<file path="config.mk">
export PLATFORM = sky130hd
export DESIGN_NAME = sirv_pinport_filt
export DESIGN_NICKNAME = d
export VERILOG_FILES = /design/src/rtl/sirv_pinport_pkg.sv /design/src/rtl/sirv_pin_filt.sv /design/src/rtl/sirv_pinport_filt.sv
export SDC_FILE = /design/constraint.sdc
export NUM_CORES = 1
export LEC_CHECK = 0
export BUFFER_PORTS_ARGS = -buffer_cell sky130_fd_sc_hd__clkbuf_2
export CORE_MARGIN = 1.5
export CORE_UTILIZATION = 25
export DETAILED_ROUTE_END_ITERATION = 6
export GPL_TIMING_DRIVEN = 0
export PLACE_DENSITY = 0.39
export SETUP_SLACK_MARGIN = 0.05
export SYNTH_ARGS = -nofsm -noshare
export SYNTH_HDL_FRONTEND = slang
export SYNTH_HIERARCHICAL = 1
export SYNTH_SLANG_ARGS = --single-unit
</file>
<file path="constraint.sdc">
create_clock -name clock -period 2.8 [get_ports clock]
set_clock_uncertainty 0.2 [all_clocks]
set_input_delay 0.14 -clock clock [delete_from_list [all_inputs] [get_ports clock]]
set_output_delay 0.14 -clock clock [all_outputs]
set_load 0.05 [all_outputs]
</file>
<file path="src/rtl/sirv_pinport_pkg.sv">
// Shared types and constants for the parametrised pin port with input filtering
// and GPIO/IOF ownership handover.
package sirv_pinport_pkg;

    typedef enum logic [1:0] {
        OWN_GPIO = 2'd0,
        OWN_IOF  = 2'd1,
        TURN     = 2'd2
    } own_state_e;

    localparam int TURN_CNT_W = 8;

    // Last value of the turnaround counter for a given turnaround length.
    function automatic logic [TURN_CNT_W-1:0] turn_last(input int turn_cyc);
        return TURN_CNT_W'(turn_cyc - 1);
    endfunction

endpackage

</file>
<file path="src/rtl/sirv_pin_filt.sv">
// One pin channel: input synchroniser, threshold glitch filter and registered
// rise/fall pulse generation on the filtered level.
module sirv_pin_filt #(
    parameter int   SYNC_STAGES = 2,
    parameter int   FILT_W      = 4,
    parameter logic IN_RST      = 1'b1
) (
    input  logic              clock,
    input  logic              reset,
    input  logic              ival,
    input  logic [FILT_W-1:0] thresh,
    output logic              filt,
    output logic              rise,
    output logic              fall
);

    logic [SYNC_STAGES-1:0] sync_q;
    logic                   s;
    logic [FILT_W-1:0]      cnt_q;
    logic [FILT_W-1:0]      thr_eff;
    logic [FILT_W:0]        cnt_inc;
    logic                   filt_d;

    assign s       = sync_q[SYNC_STAGES-1];
    assign thr_eff = (thresh == '0) ? FILT_W'(1) : thresh;
    // One bit wider so the increment can never wrap before the compare.
    assign cnt_inc = {1'b0, cnt_q} + (FILT_W+1)'(1);

    always_ff @(posedge clock or posedge reset) begin
        if (reset) begin
            sync_q <= {SYNC_STAGES{IN_RST}};
            cnt_q  <= '0;
            filt   <= IN_RST;
            filt_d <= IN_RST;
            rise   <= 1'b0;
            fall   <= 1'b0;
        end else begin
            sync_q <= {sync_q[SYNC_STAGES-2:0], ival};

            if (s == filt) begin
                cnt_q <= '0;
            end else if (cnt_inc >= {1'b0, thr_eff}) begin
                filt  <= s;
                cnt_q <= '0;
            end else begin
                cnt_q <= cnt_inc[FILT_W-1:0];
            end

            // NOTE: non-blocking assignments make filt_d hold the pre-update level,
            // so the edge pulses land exactly one cycle after filt moves.
            filt_d <= filt;
            rise   <= filt & ~filt_d;
            fall   <= ~filt & filt_d;
        end
    end

endmodule

</file>
<file path="src/rtl/sirv_pinport_filt.sv">
// N-channel pin port: filtered pad inputs plus a glitch-free GPIO/IOF
// output ownership handover with an all-released turnaround window.
module sirv_pinport_filt
    import sirv_pinport_pkg::*;
#(
    parameter int           N           = 5,
    parameter int           SYNC_STAGES = 2,
    parameter int           FILT_W      = 4,
    parameter int           TURN_CYC    = 2,
    parameter logic [N-1:0] IN_RST      = {N{1'b1}},
    parameter logic [N-1:0] IE_MASK     = {N{1'b1}},
    parameter logic [N-1:0] PUE_MASK    = {N{1'b1}},
    parameter logic [N-1:0] DS_MASK     = {N{1'b0}},
    parameter logic [N-1:0] IOF_MASK    = {N{1'b1}},
    parameter logic         RST_OWNER   = 1'b0
) (
    input  logic              clock,
    input  logic              reset,
    input  logic              cfg_owner,
    input  logic [FILT_W-1:0] filt_thresh,
    output logic              owner,
    output logic              busy,
    input  logic [N-1:0]      pins_i_ival,
    output logic [N-1:0]      pins_o_oval,
    output logic [N-1:0]      pins_o_oe,
    output logic [N-1:0]      pins_o_ie,
    output logic [N-1:0]      pins_o_pue,
    output logic [N-1:0]      pins_o_ds,
    input  logic [N-1:0]      gpio_oval,
    input  logic [N-1:0]      gpio_oe,
    input  logic [N-1:0]      iof_oval,
    input  logic [N-1:0]      iof_oe,
    output logic [N-1:0]      in_filt,
    output logic [N-1:0]      in_rise,
    output logic [N-1:0]      in_fall
);

    localparam own_state_e            RST_STATE = RST_OWNER ? OWN_IOF : OWN_GPIO;
    localparam logic [TURN_CNT_W-1:0] TURN_LAST = turn_last(TURN_CYC);

    own_state_e            state_q;
    logic [TURN_CNT_W-1:0] turn_cnt_q;
    logic [N-1:0]          iof_sel;
    logic [N-1:0]          gpio_sel;

    assign pins_o_ie  = IE_MASK;
    assign pins_o_pue = PUE_MASK;
    assign pins_o_ds  = DS_MASK;

    for (genvar c = 0; c < N; c++) begin : g_chan
        sirv_pin_filt #(
            .SYNC_STAGES (SYNC_STAGES),
            .FILT_W      (FILT_W),
            .IN_RST      (IN_RST[c])
        ) u_filt (
            .clock  (clock),
            .reset  (reset),
            .ival   (pins_i_ival[c]),
            .thresh (filt_thresh),
            .filt   (in_filt[c]),
            .rise   (in_rise[c]),
            .fall   (in_fall[c])
        );
    end

    // Owner only changes on entry to the new own state; the turnaround always runs to completion.
    always_ff @(posedge clock or posedge reset) begin
        if (reset) begin
            state_q    <= RST_STATE;
            turn_cnt_q <= '0;
            owner      <= RST_OWNER;
            busy       <= 1'b0;
        end else begin
            case (state_q)
                OWN_GPIO: begin
                    if (cfg_owner) begin
                        state_q <= TURN;
                        busy    <= 1'b1;
                    end
                end
                OWN_IOF: begin
                    if (!cfg_owner) begin
                        state_q <= TURN;
                        busy    <= 1'b1;
                    end
                end
                TURN: begin
                    if (turn_cnt_q == TURN_LAST) begin
                        state_q    <= cfg_owner ? OWN_IOF : OWN_GPIO;
                        owner      <= cfg_owner;
                        busy       <= 1'b0;
                        turn_cnt_q <= '0;
                    end else begin
                        turn_cnt_q <= turn_cnt_q + TURN_CNT_W'(1);
                    end
                end
                default: begin
                    state_q    <= RST_STATE;
                    owner      <= RST_OWNER;
                    busy       <= 1'b0;
                    turn_cnt_q <= '0;
                end
            endcase
        end
    end

    // Eligible channels are released entirely during TURN; ineligible ones stay on GPIO.
    assign iof_sel     = (state_q == OWN_IOF) ? IOF_MASK : '0;
    assign gpio_sel    = (state_q == TURN) ? ~IOF_MASK : ~iof_sel;
    assign pins_o_oval = (iof_sel & iof_oval) | (gpio_sel & gpio_oval);
    assign pins_o_oe   = (iof_sel & iof_oe)   | (gpio_sel & gpio_oe);

endmodule

</file>
==> impl_metrics.json <==
{
  "ctsResizeCount": 0,
  "clkLatencyLatePin_ps": 330,
  "status": "complete, no violations",
  "crit_fanout": 4,
  "ant_nets": 0,
  "hold_viol_final": 0,
  "start_kind": "flop",
  "gp_congestion": 0.697,
  "crit_arrival_ps": 2360,
  "maxCapViolations": 0,
  "dieArea_sq_mm": 0.0140,
  "routedWlPerCell_um": 10.3,
  "final_area_sq_mm": 0.00427,
  "crit_buf_inv": 0,
  "placed_area_sq_mm": 0.00388,
  "ir_drop_v": 0.000543,
  "async_reset_ff_share_pct": 100,
  "clock_sinks": 62,
  "switchingPower_mw": 2.01,
  "slowest_stage": "dfrtp_1",
  "power.clock.fraction_pct": 24.9,
  "firstDrtPassIters": 4,
  "die_x_um": 118,
  "clockRootBuffer": "clkbuf_16",
  "period_share_pct": 82.2,
  "end_kind": "flop",
  "grt_pass1_wl_um": 10600,
  "finalSetupViolCount": 0,
  "share_comb_of_total_power_pct": 45.1,
  "critPathKind": "flop to flop",
  "slowest_delay_ps": 410,
  "yosysUniqueCellTypes": 37,
  "yosys_warnings": 6,
  "synthToLayoutAreaGrowth_pct": 28.5,
  "drc": 0,
  "crit_path_frequent_cell": "ha_1",
  "die_h_um": 118,
  "diodes": 0,
  "core_area_sq_mm": 0.0128,
  "h-tree-depth": 3,
  "syn_area_sq_mm": 0.00332,
  "rows": 41,
  "routed-via-count": 2405,
  "synth.avg_cell_area_sq_um": 10.3,
  "dominantRegCellSynth": "dfrtp_1",
  "setup_tns_ps": 0,
  "filler_cell_count": 1293,
  "p_leak_nw": 2.18,
  "drive_above_1_share_pct": 29.9,
  "period_minus_slack_ps": 2300,
  "drtIter0Drc": 85,
  "path_clk_slew_ps": 50,
  "intPower_mw": 2.65,
  "dpl.hpwl_um": 4670,
  "ys_ff_latch": 62,
  "cts_tree": "yes",
  "synth_edf_count": 0,
  "cts-hold-fix-buffers": 7,
  "overflow": 0,
  "cts_made_buffers": 9,
  "rsz0062_at_grt": "no",
  "fmax_ghz": 0.434,
  "antenna_found_initial": 0,
  "synth_cells": 324,
  "port_buffers": 58,
  "switching_share_pct": 43.1,
  "post-cts-setup-buffer-count": 0,
  "worstHoldPathType": "flop to flop",
  "seqPwrFrac_pct": 30.0,
  "path_cells": "ha_1, xor2_1, ha_1, a21oi_1, o21ai_1, a211oi_1, mux2_2",
  "crit_family": "compound AO/OA/AOI/OAI gates",
  "wl_um": 6050,
  "grt_max_degree": 13,
  "pin_count": 74,
  "final_max_slew_viol_count": 0,
  "cp.required_ps": 2860,
  "grt_pass1_vias": 2368,
  "ys_seq_area_share_pct": 47.5,
  "power_density_mw_per_mm2": 1090,
  "finalNetCount": 476,
  "clock_tree.buffer_depth": 2,
  "avgViaCountPerCell": 4.08,
  "grt.total_usage_pct": 9.40,
  "initial_core_util_pct": 26.0
}
## power by group through the flow
stage	clock (mW)	combinational (mW)	sequential, mW
global route	1.26	2.30	1.44
global placement	0	2.12	1.41
detailed placement	0	2.11	1.42
floorplan	0	1.24	1.82
finish	1.16	2.10	1.40
CTS	1.21	2.13	1.41
## worst paths after layout
path / start / endpoint / slack [ps] / cells after the start
setup / recovery: g_chan[3].u_filt/cnt_q[0] / g_chan[3].u_filt/filt / 500 / 7
setup reg to reg: g_chan[3].u_filt/cnt_q[0] / g_chan[3].u_filt/filt / 500 / 7
max in group asynchronous: reset / turn_cnt_q[1] / 1790 / 3
hold / removal: g_chan[1].u_filt/sync_q[0] / g_chan[1].u_filt/sync_q[1] / 160 / 0
min in group asynchronous: reset / g_chan[1].u_filt/cnt_q[0] / 240 / 3
hold reg to reg: g_chan[1].u_filt/sync_q[0] / g_chan[1].u_filt/sync_q[1] / 160 / 0
## final cells by class
| cell class | count | area, sq um | area share (%) |
|---|---|---|---|
| multi-input combinational | 216 | 1510 | 35.4 |
| clock inverter | 2 | 37.5 | 0.880 |
| tap | 172 | 215 | 5.04 |
| inverter | 41 | 154 | 3.61 |
| clock buffer | 14 | 284 | 6.65 |
| buffer | 18 | 131 | 3.08 |
| timing repair buffer | 65 | 360 | 8.44 |
| sequential | 62 | 1580 | 36.9 |
## worst register-to-register path, cell delays in order (launching register included)
cell and delay [ps]:
dfrtp_1 410, ha_1 240, xor2_1 210, ha_1 280, a21oi_1 140, o21ai_1 110, a211oi_1 280, mux2_2 360
## sequential cells by signal (all words and copies together) (netlist names)
name                  count
busy                      1
g_chan.u_filt/cnt_q      20
g_chan.u_filt/fall        5
g_chan.u_filt/filt        5
g_chan.u_filt/filt_d      5
g_chan.u_filt/rise        5
g_chan.u_filt/sync_q     10
owner                     1
state_q                   2
turn_cnt_q                8
## per-layer routing
layer | up-vias | track usage (%) | part of all wire (%)
met4 | 0 | 2.97 | 1.5
met5 | - | 0 | 0
met1 | 1101 | 11.2 | 46
li1 | 1235 | - | -
met2 | 61 | 15.0 | 46
met3 | 8 | 4.34 | 6.4
## stage by stage
step | setup slack, ps | hold WS [ps] | power, mW | utilization, % | cells
finish | 497 | 155 | 4.66 | 33.4 | 590
global route | 333 | 157 | 5.00 | 33.4 | 590
CTS | 473 | 156 | 4.74 | 33.4 | 590
detailed placement | 487 | 32.0 | 3.53 | 30.3 | 567
global placement | 511 | 31.6 | 3.53 | 30.3 | 567
floorplan | 456 | -223 | 3.06 | - | 337
## layout by cell type (no fill, tap or decap), drive strengths merged, types with 2 or more instances in the layout
cell and n:
a2111o 5, a211oi 5, a21o 2, a21oi 8, a31o 5, and3 6
buf 16, clkbuf 74, conb 15, dfrtp 42, dfstp 20, dlygate4sd3 7
ha 31, inv 41, mux2 6, nand2 25, nand3 11, nand4 2
nor2 16, nor2b 27, o21ai 20, o31ai 3, or2 2, xnor2 10
xor2 7
## cells by family (layout without fill, tap and decap cells)
kind of cell             count (synthesis)  after routing  share of synthesized area (%)
flip-flops                              62             62                           47.5
other                                    2             15                          0.226
XOR/XNOR                                17             17                           4.48
multiplexers                             6              6                           2.03
buffers and inverters                   59            140                           8.59
AND/OR/NAND/NOR                         95             95                           14.9
AO/OA/AOI/OAI                           52             52                           10.7
adder cells (fa/ha/maj)                 31             31                           11.7
## synthesized netlist by cell type (7+ instances only)
library cell / n / area share, %
xnor2_1: 10 / 2.6
nor2b_1: 27 / 5.1
nand2_1: 25 / 2.8
xor2_1: 7 / 1.8
nand3_1: 11 / 1.7
dfrtp_1: 42 / 32
a21oi_1: 8 / 1.2
o21ai_0: 14 / 2.1
ha_1: 31 / 12
inv_1: 41 / 4.6
nor2_1: 16 / 1.8
buf_4: 15 / 3.4
dfstp_2: 20 / 16
(Power assumes the default switching activity.)
